File: src/rtl/user_io_pkg.sv
// Shared constants for the user GPIO controller: register offsets, reset values,
// NIO default and Wishbone byte-lane helpers.
package user_io_pkg;

   localparam int unsigned NIO_DEFAULT = 27;
   localparam int unsigned WB_AW       = 32;
   localparam int unsigned WB_DW       = 32;
   localparam int unsigned WB_SW       = WB_DW / 8;

   // Word offsets, decoded from wbs_adr_i[7:2]
   localparam logic [5:0] OFF_OUT  = 6'h00;
   localparam logic [5:0] OFF_OEB  = 6'h01;
   localparam logic [5:0] OFF_IN   = 6'h02;
   localparam logic [5:0] OFF_EDGE = 6'h03;
   localparam logic [5:0] OFF_MASK = 6'h04;
   localparam logic [5:0] OFF_STAT = 6'h05;

   localparam logic [WB_DW-1:0] OUT_RST  = 32'h0000_0000;
   localparam logic [WB_DW-1:0] OEB_RST  = 32'hFFFF_FFFF;
   localparam logic [WB_DW-1:0] EDGE_RST = 32'hFFFF_FFFF;
   localparam logic [WB_DW-1:0] MASK_RST = 32'h0000_0000;
   localparam logic [WB_DW-1:0] STAT_RST = 32'h0000_0000;

   function automatic logic [WB_DW-1:0] sel_mask(input logic [WB_SW-1:0] sel);
      logic [WB_DW-1:0] m;
      m = '0;
      for (int b = 0; b < int'(WB_SW); b++) m[8*b +: 8] = {8{sel[b]}};
      return m;
   endfunction

   function automatic logic [WB_DW-1:0] be_merge(input logic [WB_DW-1:0] old_v,
                                                 input logic [WB_DW-1:0] dat,
                                                 input logic [WB_SW-1:0] sel);
      logic [WB_DW-1:0] m;
      m = sel_mask(sel);
      return (old_v & ~m) | (dat & m);
   endfunction

endpackage

File: src/rtl/user_io_ctrl_if.sv
// Wishbone slave bus bundle for the user GPIO controller.
interface user_io_ctrl_if;
   import user_io_pkg::*;

   logic             wbs_cyc_i;
   logic             wbs_stb_i;
   logic             wbs_we_i;
   logic [WB_SW-1:0] wbs_sel_i;
   logic [WB_AW-1:0] wbs_adr_i;
   logic [WB_DW-1:0] wbs_dat_i;
   logic             wbs_ack_o;
   logic [WB_DW-1:0] wbs_dat_o;

   modport slave  (input  wbs_cyc_i, wbs_stb_i, wbs_we_i, wbs_sel_i, wbs_adr_i, wbs_dat_i,
                   output wbs_ack_o, wbs_dat_o);
   modport master (output wbs_cyc_i, wbs_stb_i, wbs_we_i, wbs_sel_i, wbs_adr_i, wbs_dat_i,
                   input  wbs_ack_o, wbs_dat_o);
endinterface

File: src/rtl/user_io_sync_edge.sv
// Pad input synchronizer plus one history stage; emits a per-bit edge pulse of
// the polarity chosen by i_edge_sel (1=rising, 0=falling).
module user_io_sync_edge
   import user_io_pkg::*;
#(
   parameter int unsigned NIO         = NIO_DEFAULT,
   parameter int unsigned SYNC_STAGES = 2
) (
   input  logic           clk,
   input  logic           rst,
   input  logic [NIO-1:0] i_pad,
   input  logic [NIO-1:0] i_edge_sel,
   output logic [NIO-1:0] o_sync,
   output logic [NIO-1:0] o_edge
);

   logic [NIO-1:0] r_sync [SYNC_STAGES];
   logic [NIO-1:0] r_hist;

   always_ff @(posedge clk or posedge rst) begin
      if (rst) begin
         for (int s = 0; s < int'(SYNC_STAGES); s++) r_sync[s] <= '0;
         r_hist <= '0;
      end else begin
         r_sync[0] <= i_pad;
         for (int s = 1; s < int'(SYNC_STAGES); s++) r_sync[s] <= r_sync[s-1];
         r_hist <= r_sync[SYNC_STAGES-1];
      end
   end

   assign o_sync = r_sync[SYNC_STAGES-1];
   assign o_edge = ( i_edge_sel &  r_sync[SYNC_STAGES-1] & ~r_hist)
                 | (~i_edge_sel & ~r_sync[SYNC_STAGES-1] &  r_hist);

endmodule

File: src/rtl/user_io_ctrl.sv
// User GPIO controller: Wishbone register file driving pads, synced inputs and
// sticky edge status. Define USER_IO_IRQ_EN to build the EDGE/MASK/STAT/irq path.
module user_io_ctrl
   import user_io_pkg::*;
#(
   parameter int unsigned NIO         = NIO_DEFAULT,
   parameter int unsigned SYNC_STAGES = 2
) (
   input  logic           wb_clk_i,
   input  logic           wb_rst_i,
   user_io_ctrl_if.slave  wbs,
   input  logic [NIO-1:0] io_in,
   output logic [NIO-1:0] io_out,
   output logic [NIO-1:0] io_oeb,
   output logic [2:0]     user_irq
);

   logic             w_req;
   logic             w_wr;
   logic [5:0]       w_reg;
   logic [WB_DW-1:0] w_wmask;
   logic [WB_DW-1:0] w_rdata;
   logic [NIO-1:0]   w_sync;
   logic [NIO-1:0]   w_edge;
   logic [NIO-1:0]   w_edge_sel;
   logic [NIO-1:0]   r_out;
   logic [NIO-1:0]   r_oeb;
   logic             r_ack;
   logic [WB_DW-1:0] r_dat;
   logic             w_unused_adr;

   // A new request is only taken while no ack is outstanding
   assign w_req        = wbs.wbs_cyc_i & wbs.wbs_stb_i & ~r_ack;
   assign w_wr         = w_req & wbs.wbs_we_i;
   assign w_reg        = wbs.wbs_adr_i[7:2];
   assign w_wmask      = sel_mask(wbs.wbs_sel_i);
   assign w_unused_adr = ^{wbs.wbs_adr_i[WB_AW-1:8], wbs.wbs_adr_i[1:0]};

   user_io_sync_edge #(
      .NIO         (NIO),
      .SYNC_STAGES (SYNC_STAGES)
   ) u_sync_edge (
      .clk        (wb_clk_i),
      .rst        (wb_rst_i),
      .i_pad      (io_in),
      .i_edge_sel (w_edge_sel),
      .o_sync     (w_sync),
      .o_edge     (w_edge)
   );

`ifdef USER_IO_IRQ_EN
   logic [NIO-1:0] r_edge;
   logic [NIO-1:0] r_mask;
   logic [NIO-1:0] r_stat;
   logic [NIO-1:0] w_clr;
   logic           r_irq;

   assign w_edge_sel = r_edge;
   assign w_clr      = (w_wr && (w_reg == OFF_STAT)) ? NIO'(wbs.wbs_dat_i & w_wmask) : '0;

   // Edge set dominates a simultaneous W1C on the same bit
   always_ff @(posedge wb_clk_i or posedge wb_rst_i) begin
      if (wb_rst_i) begin
         r_edge <= NIO'(EDGE_RST);
         r_mask <= NIO'(MASK_RST);
         r_stat <= NIO'(STAT_RST);
         r_irq  <= 1'b0;
      end else begin
         if (w_wr && (w_reg == OFF_EDGE))
            r_edge <= NIO'(be_merge(WB_DW'(r_edge), wbs.wbs_dat_i, wbs.wbs_sel_i));
         if (w_wr && (w_reg == OFF_MASK))
            r_mask <= NIO'(be_merge(WB_DW'(r_mask), wbs.wbs_dat_i, wbs.wbs_sel_i));
         r_stat <= (r_stat & ~w_clr) | w_edge;
         r_irq  <= |(r_stat & r_mask);
      end
   end

   assign user_irq = {2'b00, r_irq};
`else
   logic w_unused_edge;

   assign w_edge_sel    = '1;
   assign w_unused_edge = |w_edge;
   assign user_irq      = 3'b000;
`endif

   always_comb begin
      w_rdata = '0;
      case (w_reg)
         OFF_OUT:  w_rdata = WB_DW'(r_out);
         OFF_OEB:  w_rdata = WB_DW'(r_oeb);
         OFF_IN:   w_rdata = WB_DW'(w_sync);
`ifdef USER_IO_IRQ_EN
         OFF_EDGE: w_rdata = WB_DW'(r_edge);
         OFF_MASK: w_rdata = WB_DW'(r_mask);
         OFF_STAT: w_rdata = WB_DW'(r_stat);
`endif
         default:  w_rdata = '0;
      endcase
   end

   // Ack, read data and pad-control writes all land on the same edge
   always_ff @(posedge wb_clk_i or posedge wb_rst_i) begin
      if (wb_rst_i) begin
         r_ack <= 1'b0;
         r_dat <= '0;
         r_out <= NIO'(OUT_RST);
         r_oeb <= NIO'(OEB_RST);
      end else begin
         r_ack <= w_req;
         r_dat <= w_req ? w_rdata : '0;
         if (w_wr && (w_reg == OFF_OUT))
            r_out <= NIO'(be_merge(WB_DW'(r_out), wbs.wbs_dat_i, wbs.wbs_sel_i));
         if (w_wr && (w_reg == OFF_OEB))
            r_oeb <= NIO'(be_merge(WB_DW'(r_oeb), wbs.wbs_dat_i, wbs.wbs_sel_i));
      end
   end

   assign wbs.wbs_ack_o = r_ack;
   assign wbs.wbs_dat_o = r_dat;
   assign io_out        = r_out;
   assign io_oeb        = r_oeb;

endmodule

File: src/flat_wrapper.sv
// flat-port wrapper written by rule: the top's interface ports become plain ports
module user_io_ctrl_flat import user_io_pkg::*;
#(
   parameter int unsigned NIO         = NIO_DEFAULT,
   parameter int unsigned SYNC_STAGES = 2
)
  (wb_clk_i, wb_rst_i, io_in, io_out, io_oeb, user_irq, wbs_wbs_cyc_i, wbs_wbs_stb_i, wbs_wbs_we_i, wbs_wbs_sel_i, wbs_wbs_adr_i, wbs_wbs_dat_i, wbs_wbs_ack_o, wbs_wbs_dat_o);
  user_io_ctrl_if wbs_i ();
  input  logic wb_clk_i;
  input  logic wb_rst_i;
  input  logic [NIO-1:0] io_in;
  output logic [NIO-1:0] io_out;
  output logic [NIO-1:0] io_oeb;
  output logic [2:0] user_irq;
  input wire logic [$bits(wbs_i.wbs_cyc_i)-1:0] wbs_wbs_cyc_i;
  input wire logic [$bits(wbs_i.wbs_stb_i)-1:0] wbs_wbs_stb_i;
  input wire logic [$bits(wbs_i.wbs_we_i)-1:0] wbs_wbs_we_i;
  input wire logic [$bits(wbs_i.wbs_sel_i)-1:0] wbs_wbs_sel_i;
  input wire logic [$bits(wbs_i.wbs_adr_i)-1:0] wbs_wbs_adr_i;
  input wire logic [$bits(wbs_i.wbs_dat_i)-1:0] wbs_wbs_dat_i;
  output wire logic [$bits(wbs_i.wbs_ack_o)-1:0] wbs_wbs_ack_o;
  output wire logic [$bits(wbs_i.wbs_dat_o)-1:0] wbs_wbs_dat_o;
  assign wbs_i.wbs_cyc_i = wbs_wbs_cyc_i;
  assign wbs_i.wbs_stb_i = wbs_wbs_stb_i;
  assign wbs_i.wbs_we_i = wbs_wbs_we_i;
  assign wbs_i.wbs_sel_i = wbs_wbs_sel_i;
  assign wbs_i.wbs_adr_i = wbs_wbs_adr_i;
  assign wbs_i.wbs_dat_i = wbs_wbs_dat_i;
  assign wbs_wbs_ack_o = wbs_i.wbs_ack_o;
  assign wbs_wbs_dat_o = wbs_i.wbs_dat_o;
  user_io_ctrl #(.NIO(NIO), .SYNC_STAGES(SYNC_STAGES)) u_core (.wb_clk_i(wb_clk_i), .wb_rst_i(wb_rst_i), .wbs(wbs_i), .io_in(io_in), .io_out(io_out), .io_oeb(io_oeb), .user_irq(user_irq));
endmodule
File: config.mk
export PLATFORM = sky130hd
export DESIGN_NAME = user_io_ctrl_flat
export DESIGN_NICKNAME = d
export VERILOG_FILES = /design/src/rtl/user_io_pkg.sv /design/src/rtl/user_io_ctrl_if.sv /design/src/rtl/user_io_sync_edge.sv /design/src/rtl/user_io_ctrl.sv /design/src/flat_wrapper.sv
export SDC_FILE = /design/constraint.sdc
export NUM_CORES = 1
export LEC_CHECK = 0
export BUFFER_PORTS_ARGS = -buffer_cell sky130_fd_sc_hd__clkbuf_2
export CAP_MARGIN = 25
export CORE_MARGIN = 5
export CORE_UTILIZATION = 50
export CTS_BUF_LIST = sky130_fd_sc_hd__clkbuf_4 sky130_fd_sc_hd__clkbuf_8
export CTS_CLUSTER_DIAMETER = 80
export DETAILED_ROUTE_END_ITERATION = 8
export MAX_ROUTING_LAYER = met4
export PLACE_DENSITY = 0.85
export SLEW_MARGIN = 0
export SYNTH_ARGS = -nofsm -noshare
export SYNTH_HDL_FRONTEND = slang
export SYNTH_SLANG_ARGS = --single-unit
File: constraint.sdc
create_clock -name wb_clk_i -period 5.2 [get_ports wb_clk_i]
set_clock_uncertainty 0.2 [all_clocks]
set_input_delay 0.52 -clock wb_clk_i [delete_from_list [all_inputs] [get_ports wb_clk_i]]
set_output_delay 0.52 -clock wb_clk_i [all_outputs]
set_load 0.05 [all_outputs]
==> out/qor.yml <==
cts:
  worstSkewPairLatency_ns: 0.42
  ctsLongestPathBuffers: 2
  cts-resized-gates: 0
  cts_hold_buf: 25
  postCtsSetupRepairBufs: 0
  numClockSinks: 136
  numCtsBuffers: 17
  cts_tree: "yes"
  clk_pin_slew_worst_paths_ns: 0.08
  root_buffer: "clkbuf_8"
  htreeDepth: 4
yosys:
  synth_most_common_cell: "dfrtp_1"
  synth_area_mm2: 0.004917
  synth_common_cells: "109 x dfrtp_1, 54 x mux2_2, 27 x dfstp_2, 22 x a21oi_1"
  synth_seq_cells: 136
  synth_top_area_share_pct: 55.47
  synthTopCellsByArea: "dfrtp_1 55%, dfstp_2 14%, mux2_2 12%, a22oi_1 3.2%, a21oi_1 2.2%"
  synth_area_leader_cell: "dfrtp_1"
  synth-edff-count: 0
  yosysSeqAreaShare_pct: 69.90
  yosysUniqueCellTypes: 26
  async_reset_ff_share_pct: 100.0
  synth_cells: 314
  synth.yosys.warnings: 0
  synth.avg_cell_area_um2: 15.66
  ys.flop_type: "dfrtp_1"
setup_path:
  end_kind: "flip-flop"
  cp.arrival_ns: 2.43
  cp_slowest_cell: "nand3_2"
  path_delay_family: "simple AND/OR/NAND/NOR gates"
  critical-path-max-stage-delay_ns: 0.66
  r2r-start: "u_core.wbs.wbs_ack_o"
  start_kind: "input port"
  path_max_fanout: 30
  worstSetupPathType: "in2reg"
  crit_required_ns: 5.33
  reg2reg_depth: 3
  rrSetupSlack_ns: 2.92
  path_buf_inv: 2
  worstPathCellList: "clkbuf_2, nor4_4, buf_4, nand3_2, a21oi_1"
sta:
  slew_headroom_pct: 45.10
  worstMarginPinSlew_ns: 0.8216
  min_period_over_period_pct: 44.19
  max_freq_ghz: 0.4352
  hold_violations: 0
  rsz0062_at_grt: "no"
  fin_hold_ws_ns: 0.04919
  setup_viol: 0
  drv_slew: 0
  setup_tns_ns: 0
  min_period_ns: 2.298
placed_design:
  routabilityCongestion: 0.7607
  io_buffers: 150
  dp_hpwl_um: 7662
pwr:
  power_density_mw_per_mm2: 341.8
  power.leakage_uw: 0.003219
  vdd_drop_max_v: 0.0002340
floorplanning:
  die-area_mm2: 0.01192
  core-area_mm2: 0.009684
  start_util_pct: 50.78
  num_rows: 36
  io_pins: 190
  die_y_um: 109.2
  fp.dieW_um: 109.2
grt:
  grt_max_degree: 91
  grt_pass1_vias: 3593
  grt_util_all_layers_pct: 21.59
  grt_pass1_wl_um: 18620
  grt_antenna_before_repair: 0
  gr-total-overflow: 0
layout:
  seq_area_mm2: 0.003437
  n_antenna_cell: 0
  finish.net_count: 597
  area_growth_pct: 31.45
  multi_input_area_mm2: 0.001360
  drive_above_1_share_pct: 55.10
  nFillCells: 677
route:
  drc: 0
  dr.pass1.iters: 4
  wire_per_inst_um: 18.72
  antenna_left: 0
  vias_per_cell: 5.185
  routed_wl_um: 12040
  vias: 3334
  first_iter_violations: 169
run:
  maxCapViolations: 0
status:
  status: "complete, no violations"
worst_hold_path:
  hp-class: "in2async"
-- area by class of cell --
class                      instances  share of cell area, %
clock inverter                    12                  2.536
multi-input combinational        160                  21.04
inverter                           1                 0.1355
tap                              133                  2.575
sequential                       136                  53.17
clock buffer                      20                  4.162
timing repair buffer             181                  16.38
-- power by group --
group,switching [uW],internal [uW]
Combinational,119,57.5
Sequential,14.2,1090
Clock,414,512
Total,547,1660
-- cell families after synthesis --
family	count (synthesis)	share of synthesized area, %
and+or+nand+nor	44	6.921
buffers and inverters	25	3.180
DFF	136	69.90
muxes	60	13.59
AOI/OAI and AO/OA	48	6.336
other	1	0.07626
-- worst reg2reg max path: stages (launching register included) --
cell     delay (ns)
dfrtp_1        0.39
and4b_1        0.68
nand4_2        0.48
mux2_2         0.42
-- worst max-delay path by stage --
stage                          from                         end  slack, ns  depth (start not counted)
2_1_floorplan              wb_rst_i  asynchronous set/reset pin       0.89                          1
3_3_place_gp       wbs_wbs_adr_i[3]                   flip-flop       2.46                          4
3_5_place_dp       wbs_wbs_adr_i[3]                   flip-flop       2.43                          4
4_1_cts        u_core.wbs.wbs_ack_o                   flip-flop       2.84                          3
5_1_grt            wbs_wbs_adr_i[5]     u_core.wbs.wbs_dat_o[0]       2.77                          5
6_report           wbs_wbs_adr_i[5]     u_core.wbs.wbs_dat_o[3]       2.90                          5
-- layer usage --
layer	global-route usage, %	wire (um)	up-vias
li1	-	-	1479
met1	27.83	4929	1695
met2	34.87	6204	141
met3	3.908	713	19
met4	7.213	189	0
met5	-	0	-
-- placed cells by master (no fill, tap or decap) --
cell type	instances
and3b_1	1
nor2_1	5
nand3_2	1
a21oi_1	22
clkbuf_8	19
bufinv_16	3
nor2b_4	1
mux2i_1	6
and4b_1	1
dfstp_2	27
nor4_4	1
clkinv_4	1
clkinvlp_4	4
buf_4	3
conb_1	8
a22oi_1	21
nand2_1	2
nor2_4	1
clkbuf_4	1
a2bb2oi_1	5
clkbuf_2	150
nand4_2	3
buf_8	1
mux2_2	54
nand4_1	1
dlygate4sd3_1	27
inv_6	5
nand4_4	4
dfrtp_1	109
nand3_1	21
or2_2	1
nor2b_2	1
-- per-stage QoR --
| stage | cells | utilization [%] | power (uW) | cell area [um^2] | setup WS, ns |
|---|---|---|---|---|---|
| after global routing | 643 | 66.74 | 2292 | 6464 | 2.772 |
| final | 643 | 66.74 | 2210 | 6464 | 2.902 |
| after detailed placement | 584 | 59.48 | 1289 | 5761 | 2.434 |
| after global placement | 583 | 59.33 | 1281 | 5746 | 2.460 |
| after floorplan | 321 | - | 1231 | 4943 | 0.8852 |
| after CTS | 641 | 66.54 | 2229 | 6444 | 2.839 |
(Power assumes the default switching activity.)
